===== src/rtl/serial_addsub_pkg.sv =====
// rtl/serial_addsub_pkg.sv - shared types and constant helpers for the bit-serial adder/subtractor
//
// Purpose: FSM state encoding, counter sizing helper and saturation constants
//          used by serial_addsub_nbit.
// Ports:   none (package).
package serial_addsub_pkg;

  typedef enum logic [1:0] {
    IDLE = 2'd0,
    RUN  = 2'd1,
    DONE = 2'd2
  } state_e;

  // Widest operand the saturation helpers can describe.
  localparam int SAT_W = 64;

  // Ceiling log2; returns 0 for n <= 1.
  function automatic int clog2(input int n);
    int r;
    r = 0;
    for (int i = 0; i < 31; i++) begin
      if ((1 << i) < n) r = i + 1;
    end
    return r;
  endfunction

  // Largest positive two's-complement value of a w-bit word (0 then ones).
  function automatic logic [SAT_W-1:0] SAT_MAX(input int w);
    return (SAT_W'(1) << (w - 1)) - SAT_W'(1);
  endfunction

  // Most negative two's-complement value of a w-bit word (1 then zeros).
  function automatic logic [SAT_W-1:0] SAT_MIN(input int w);
    return SAT_W'(1) << (w - 1);
  endfunction

endpackage


===== src/rtl/serial_digit_adder.sv =====
// rtl/serial_digit_adder.sv - combinational DIGIT-bit ripple-carry adder slice
//
// Purpose: adds one digit of each operand plus a carry-in.
// Ports:
//   x, y   in  DIGIT  operand digits
//   cin    in  1      carry into bit 0 of the digit
//   s      out DIGIT  sum digit
//   cout   out 1      carry out of the top bit of the digit
//   c_msb  out 1      carry into the top bit of the digit (for overflow)
module serial_digit_adder #(
  parameter int DIGIT = 1
) (
  input  logic [DIGIT-1:0] x,
  input  logic [DIGIT-1:0] y,
  input  logic             cin,
  output logic [DIGIT-1:0] s,
  output logic             cout,
  output logic             c_msb
);

  logic [DIGIT:0] c;

  always_comb begin
    c    = '0;
    s    = '0;
    c[0] = cin;
    for (int i = 0; i < DIGIT; i++) begin
      s[i]     = x[i] ^ y[i] ^ c[i];
      c[i + 1] = (x[i] & y[i]) | (c[i] & (x[i] ^ y[i]));
    end
  end

  assign cout  = c[DIGIT];
  assign c_msb = c[DIGIT-1];

endmodule


===== src/rtl/serial_addsub_nbit.sv =====
// rtl/serial_addsub_nbit.sv - handshaked bit-serial adder/subtractor, DIGIT bits per clock
//
// Purpose: accepts A, B and mode on an input handshake, adds or subtracts them
//          LSB digit first over WIDTH/DIGIT cycles, then presents the result on
//          an output handshake.
// Optional feature: define SERIAL_ADDSUB_SAT_EN to saturate the sum on signed
//          overflow; otherwise the sum wraps modulo 2^WIDTH.
// Ports:
//   clk        in  1      rising-edge clock
//   rst        in  1      synchronous active-high reset
//   in_valid   in  1      operands and mode valid
//   in_ready   out 1      block can accept operands (IDLE only)
//   a, b       in  WIDTH  operands
//   sub        in  1      0: A+B, 1: A-B
//   out_valid  out 1      result valid (DONE)
//   out_ready  in  1      consumer accepts result
//   sum        out WIDTH  result
//   cout       out 1      carry out of MSB (subtract: 1 = no borrow)
//   ovf        out 1      two's-complement overflow
module serial_addsub_nbit
  import serial_addsub_pkg::*;
#(
  parameter int WIDTH = 8,
  parameter int DIGIT = 1
) (
  input  logic             clk,
  input  logic             rst,
  input  logic             in_valid,
  output logic             in_ready,
  input  logic [WIDTH-1:0] a,
  input  logic [WIDTH-1:0] b,
  input  logic             sub,
  output logic             out_valid,
  input  logic             out_ready,
  output logic [WIDTH-1:0] sum,
  output logic             cout,
  output logic             ovf
);

  localparam int NDIG = WIDTH / DIGIT;
  localparam int CW   = (NDIG > 1) ? clog2(NDIG) : 1;
  localparam logic [CW-1:0] LAST_DIG = CW'(NDIG - 1);

  state_e           state_q;
  logic [WIDTH-1:0] a_q, b_q, sum_q;
  logic             carry_q, cout_q, ovf_q, out_valid_q;
  logic [CW-1:0]    cnt_q;

  logic [DIGIT-1:0] dig_s;
  logic             dig_cout, dig_c_msb;
  logic [WIDTH-1:0] a_d, b_d, sum_d, sum_fin_d;
  logic [CW-1:0]    cnt_d;
  logic             ovf_d, last_dig;

  serial_digit_adder #(.DIGIT(DIGIT)) u_digit (
    .x     (a_q[DIGIT-1:0]),
    .y     (b_q[DIGIT-1:0]),
    .cin   (carry_q),
    .s     (dig_s),
    .cout  (dig_cout),
    .c_msb (dig_c_msb)
  );

  assign a_d      = a_q >> DIGIT;
  assign b_d      = b_q >> DIGIT;
  assign cnt_d    = cnt_q + CW'(1);
  assign last_dig = (cnt_q == LAST_DIG);
  // On the last digit the adder's top bit is result bit WIDTH-1.
  assign ovf_d    = dig_c_msb ^ dig_cout;

  // New digit enters at the top; after NDIG shifts the LSB digit sits at bit 0.
  if (DIGIT == WIDTH) begin : g_sum_full
    assign sum_d = dig_s;
  end else begin : g_sum_shift
    assign sum_d = {dig_s, sum_q[WIDTH-1:DIGIT]};
  end

`ifdef SERIAL_ADDSUB_SAT_EN
  localparam logic [SAT_W-1:0] SAT_MAX_W = SAT_MAX(WIDTH);
  localparam logic [SAT_W-1:0] SAT_MIN_W = SAT_MIN(WIDTH);
  localparam logic [WIDTH-1:0] SAT_POS   = SAT_MAX_W[WIDTH-1:0];
  localparam logic [WIDTH-1:0] SAT_NEG   = SAT_MIN_W[WIDTH-1:0];

  // A wrapped negative sign means the true result was too positive, and vice versa.
  assign sum_fin_d = ovf_d ? (dig_s[DIGIT-1] ? SAT_POS : SAT_NEG) : sum_d;
`else
  assign sum_fin_d = sum_d;
`endif

  always_ff @(posedge clk) begin
    if (rst) begin
      state_q     <= IDLE;
      a_q         <= '0;
      b_q         <= '0;
      sum_q       <= '0;
      carry_q     <= 1'b0;
      cnt_q       <= '0;
      cout_q      <= 1'b0;
      ovf_q       <= 1'b0;
      out_valid_q <= 1'b0;
    end else begin
      case (state_q)
        IDLE: begin
          if (in_valid) begin
            // Subtract as A + ~B + 1: invert B here, inject the +1 as carry-in.
            a_q     <= a;
            b_q     <= b ^ {WIDTH{sub}};
            sum_q   <= '0;
            carry_q <= sub;
            cnt_q   <= '0;
            state_q <= RUN;
          end
        end
        RUN: begin
          a_q     <= a_d;
          b_q     <= b_d;
          carry_q <= dig_cout;
          cnt_q   <= cnt_d;
          if (last_dig) begin
            sum_q       <= sum_fin_d;
            cout_q      <= dig_cout;
            ovf_q       <= ovf_d;
            out_valid_q <= 1'b1;
            state_q     <= DONE;
          end else begin
            sum_q <= sum_d;
          end
        end
        DONE: begin
          if (out_ready) begin
            out_valid_q <= 1'b0;
            state_q     <= IDLE;
          end
        end
        default: state_q <= IDLE;
      endcase
    end
  end

  assign in_ready  = (state_q == IDLE) && !rst;
  assign out_valid = out_valid_q;
  assign sum       = sum_q;
  assign cout      = cout_q;
  assign ovf       = ovf_q;

endmodule


===== config.mk =====
export PLATFORM = sky130hd
export DESIGN_NAME = serial_addsub_nbit
export DESIGN_NICKNAME = d
export VERILOG_FILES = /design/src/rtl/serial_addsub_pkg.sv /design/src/rtl/serial_digit_adder.sv /design/src/rtl/serial_addsub_nbit.sv
export SDC_FILE = /design/constraint.sdc
export NUM_CORES = 1
export LEC_CHECK = 0
export CAP_MARGIN = 10
export CORE_UTILIZATION = 35
export DETAILED_ROUTE_END_ITERATION = 7
export GPL_TIMING_DRIVEN = 0
export SLEW_MARGIN = 30
export SYNTH_ARGS = -nofsm -noshare
export SYNTH_HDL_FRONTEND = slang
export SYNTH_HIERARCHICAL = 1
export SYNTH_SLANG_ARGS = --single-unit
export TNS_END_PERCENT = 30

===== constraint.sdc =====
create_clock -name clk -period 1.4 [get_ports clk]
set_clock_uncertainty 0.05 [all_clocks]
set_input_delay 0.28 -clock clk [delete_from_list [all_inputs] [get_ports clk]]
set_output_delay 0.28 -clock clk [all_outputs]
set_load 0.1 [all_outputs]

Yosys cells after proc, flatten, opt, wreduce, memory -nomap -nowiden
Cells that the tools add are included.
Word-level totals
  register bits: 33
  input port bits: 21
  output and inout port bits: 12
Operators by class
  add/subtract/negate cells: 1
  eq/ne operators: 6
  multiplexer cells: 17
  bitwise operators: 7
  reductions and logical operators: 9
Operators by type and width (number)
  $pmux W8 S2: 3
  $mux W8: 3
  $xor A8 B8 Y8: 1
  $mux W2: 3
  $ne A2 B2 Y1 const B: 3
  $pmux W2 S3: 1
  $pmux W3 S2: 1
  $reduce_and A3 Y1: 2
  $pmux W1 S2: 2
  $reduce_and A2 Y1: 2
  $reduce_bool A2 Y1: 2
  $add A3 B1 Y3 const B: 1
  $eq A3 B3 Y1 const B: 1
  $mux W1: 3
  $mux W3: 1
  $xor A1 B1 Y1: 3
  $and A1 B1 Y1: 2
  $eq A2 B1 Y1 const B: 1
  $eq A2 B2 Y1 const B: 1
  $logic_not A2 Y1: 1
  $logic_and A1 B1 Y1: 1
  $logic_not A1 Y1: 1
  $or A1 B1 Y1: 1

Longest topological paths before layout
  word-level depth: 4
  mapped depth: 6
  mapped depth without buffers: 5

By module
Netlist, hierarchy kept.
By module, submodules not included
  serial_addsub_nbit: instances 1, cells an instance 160, area each 1480.2 um^2, sequential area each 660.6 um^2
  serial_digit_adder: instances 1, cells an instance 2, area each 27.5 um^2, sequential area each 0.0 um^2

Worst setup path after synthesis
No wires, ideal clock.
  path kind: input -> output
  start: in rst
  end: out in_ready
  arrival: 2689 ps
  data required time: 1070 ps
  path slack: -1619 ps
  stages: 3
  cell sequence: clkbuf_1 > clkbuf_1 > nor3_1
Between the ends
  longest elaborated chain between the ends: 2
Ends and longest elaborated chain
  start, declared: RTL line serial_addsub_nbit.sv:27  | input logic rst,
  $logic_not A1 Y1: RTL line serial_addsub_nbit.sv:140  | assign in_ready = (state_q == IDLE) && !rst;
  $logic_and A1 B1 Y1: RTL line serial_addsub_nbit.sv:140
  end, declared: RTL line serial_addsub_nbit.sv:29  | output logic in_ready,
No other way between the ends.

Worst setup path in the final report
  start: reg state_q[0]
  end: out in_ready
Between the ends
  longest elaborated chain between the ends: 2
Ends and longest elaborated chain
  start, declared: RTL line serial_addsub_nbit.sv:44  | state_e state_q;
  start signal, assigned: RTL line serial_addsub_nbit.sv:92  | state_q <= IDLE;
  start signal, assigned: RTL line serial_addsub_nbit.sv:111  | state_q <= RUN;
  start signal, assigned: RTL line serial_addsub_nbit.sv:124  | state_q <= DONE;
  $logic_not A2 Y1: RTL line serial_addsub_nbit.sv:140
  $logic_and A1 B1 Y1: RTL line serial_addsub_nbit.sv:140
No other way between the ends.

==> impl_metrics.csv <==
group,metric,value,unit
run_status,status,"finished with violations",
run_status,violations,"negative setup slack",
drt,wire_per_inst,13.94,um
cells_and_area,area_delta_synth_final,41.24,%
drt,viasPerCell,5.170,
drt,first_iter_violations,70,
timing,worst_slack,-0.08471,ns
drt,dr.pass1.iters,4,
global_route,grt_pass1_wl,5.547,mm
timing,setup_viol,4,
yosys,synth_cell_types,27,
place,dpl_cell_area,0.001927,mm^2
cells_and_area,fin_nets,226,
worst_setup_path,r2r_end,"a_q[2]",
cts,cts_sinks,33,
timing,slew_headroom,0.6885,
cells_and_area,drive_gt1_frac,0.2956,
worst_setup_path,reg2reg_slack,-0.02,ns
global_route,track_usage,0.1666,
timing,finalCritPeriodShare,1.061,
yosys,synth_nets,186,
floorplan,rows,23,
worst_setup_path,critPathMaxFanout,2,
yosys,synth.yosys.warnings,6,
cells_and_area,diodes,0,
yosys,synth_cells,162,
cts,cts_buffer_depth,2,
drt,drc,0,
global_route,first_global_vias,1155,
power,leakage,0.8270,nW
yosys,syn_area,0.001508,mm^2
yosys,synth_area_leaders,"dfxtp_1, a22oi_1, nor2_1",
power,power,2.213,mW
cells_and_area,fin_util,0.5248,
run,drv_cap,0,
cts,clk_pin_slew,0.07,ns
floorplan,fp.coreArea,0.004058,mm^2
floorplan,dieArea,0.004574,mm^2
timing,worst_slew_pin_slew,0.4673,ns
cells_and_area,fin_area,0.002130,mm^2
cts,insertion_delay,0.29,ns
hold_path,min_path_cells,2,
yosys,yosysTopAreaCell,"dfxtp_1",
worst_setup_path,setup.worst_path.start_class,"flip-flop",
cts,numCtsBuffers,5,
floorplan,die_h,67.64,um
timing,finalHoldViolCount,0,
cts,holdBufCountCts,0,
cts,root_buffer,"clkbuf_8",
floorplan,start_util,0.3716,
hold_path,worstHoldStart,"rst",
worst_setup_path,critPathArrivalTime,1.15,ns
worst_setup_path,path_class,"flip-flop to output port",
global_route,grt_max_degree,11,
hold_path,hold_path_class,"primary input to flip-flop",
place,gp_congestion,0.7780,
place,port_buffers,30,
floorplan,die_x,67.64,um
drt,finalWirelength,3.527,mm
power,ir_worst_vdd,0.4482,mV
timing,slew_viol_final,0,
worst_setup_path,r2r_start,"state_q[0]",
yosys,avgSynthCellArea,9.307,um^2
place,dp_hpwl,2.434,mm
worst_setup_path,required,1.07,ns
worst_setup_path,r2r_cells,5,
timing,min_period,1.485,ns
yosys,synth_seq_cells,33,
worst_setup_path,end_kind,"output port",
timing,timing.fmax,0.6735,GHz
drt,vias,1308,
power,powerDensity,1039,mW/mm^2
hold_path,whs_endpoint,"b_q[0]",
cts,tritoncts,"done",
global_route,antenna_found_initial,0,
floorplan,pin_count,33,
global_route,grt-ovfl-total,0,
yosys,synth-seq-area-share,0.4382,
timing,rsz0062_at_grt,"yes",
drt,ant_nets,0,
cts,htree_levels,2,
yosys,yosysTopAreaCellShare,0.4382,
[worst max-delay path by stage]
stage / slack, ns / to / from
final: -0.08 / in_ready / state_q[0]
after global routing: -0.12 / in_ready / state_q[0]
after CTS: -0.1 / in_ready / state_q[1]
after detailed placement: -0.83 / in_ready / rst
after global placement: -0.82 / in_ready / rst
after floorplan: -0.30 / in_ready / rst
[cell type report]
type | count | area [um^2]
inverters | 1 | 3.754
well taps | 50 | 62.56
multi-input cells | 113 | 814.5
repair buffers | 34 | 309.0
clock inverters | 1 | 5.005
fillers | 381 | 1928
clock buffers | 7 | 96.34
flip-flops and latches | 33 | 668.1
plain buffers | 14 | 170.2
[power breakdown]
group / switching [mW] / internal [mW] / total, mW
Combinational: 0.196 / 0.210 / 0.406
Clock: 0.346 / 0.444 / 0.790
Sequential: 0.0312 / 0.986 / 1.02
Total: 0.573 / 1.64 / 2.21
[kinds of logic (layout without fill, tap and decap cells)]
family	Yosys count	after routing	share of synthesized area
simple gates	58	58	0.2033
compound gates	41	41	0.1884
flops	33	33	0.4382
buf+inv	16	57	0.07468
xor+xnor	9	9	0.05229
fa+ha+maj	3	3	0.02987
mux	2	2	0.01328
[state kept, by name (all words and copies together) (netlist names)]
| name | flops |
|---|---|
| a_q | 8 |
| b_q | 8 |
| carry_q | 1 |
| cnt_q | 3 |
| cout | 1 |
| out_valid | 1 |
| ovf | 1 |
| state_q | 2 |
| sum | 8 |
[synth_stat cells, drive strengths merged]
library cell	instances
nor2b	1
nor3b	1
dfxtp	33
nor3	11
clkbuf	4
a21oi	11
fa	1
xnor2	7
o21bai	1
inv	1
o22ai	7
a211oi	1
nand2	1
a2bb2oi	1
nand3b	1
o21ba	1
nor2	25
xor2	2
buf	11
mux2i	2
ha	2
nand2b	10
a22oi	19
or3b	8
[cells in the final DEF (no fill, tap or decap), types with 3 or more instances in the layout]
cell,netlist,routed
xnor2_1,7,7
a22oi_1,19,15
nor3_1,11,10
dfxtp_1,33,31
a21oi_2,0,7
buf_6,5,4
o22ai_1,7,7
nor2_1,25,25
a22oi_2,0,4
clkbuf_4,0,3
or3b_1,6,3
a21oi_1,11,4
buf_8,0,3
clkbuf_8,0,7
or3b_4,0,3
clkdlybuf4s50_1,0,17
nand2b_1,10,10
buf_4,3,14
[stage by stage]
step	setup WS (ns)	instances	TNS, ns	hold slack [ns]
detailed placement	-0.8324	242	-13.82	0.4245
floorplan	-0.2968	162	-0.2968	0.3783
global route	-0.1212	253	-0.6467	0.1833
global placement	-0.8160	242	-13.06	0.4188
finish	-0.08471	253	-0.1209	0.1979
CTS	-0.09947	252	-0.1540	0.1926
[what timing repair did]
action / 4_1_cts / 5_1_grt
endpoints found under the hold margin: 0 / 0
setup buffers: 2 / 1
endpoints found under the setup margin: 30 / 31
gates resized for setup: 83 / 23
cloned: 1 / 0
pin swaps: 1 / 5
[metal layers]
metal  GRT usage  vias up  wire [um]
li1            -      654          -
met1      0.1963      614       1597
met2      0.2797       34       1731
met3     0.06081        6        161
met4     0.04787        0         37
met5           0        -          0
[critical path, cell delays in order (launching register included)]
cell	delay, ns
dfxtp_4	0.35
buf_8	0.12
nor3_4	0.20
buf_12	0.20
Note: power is estimated with default switching activity, not from simulation.
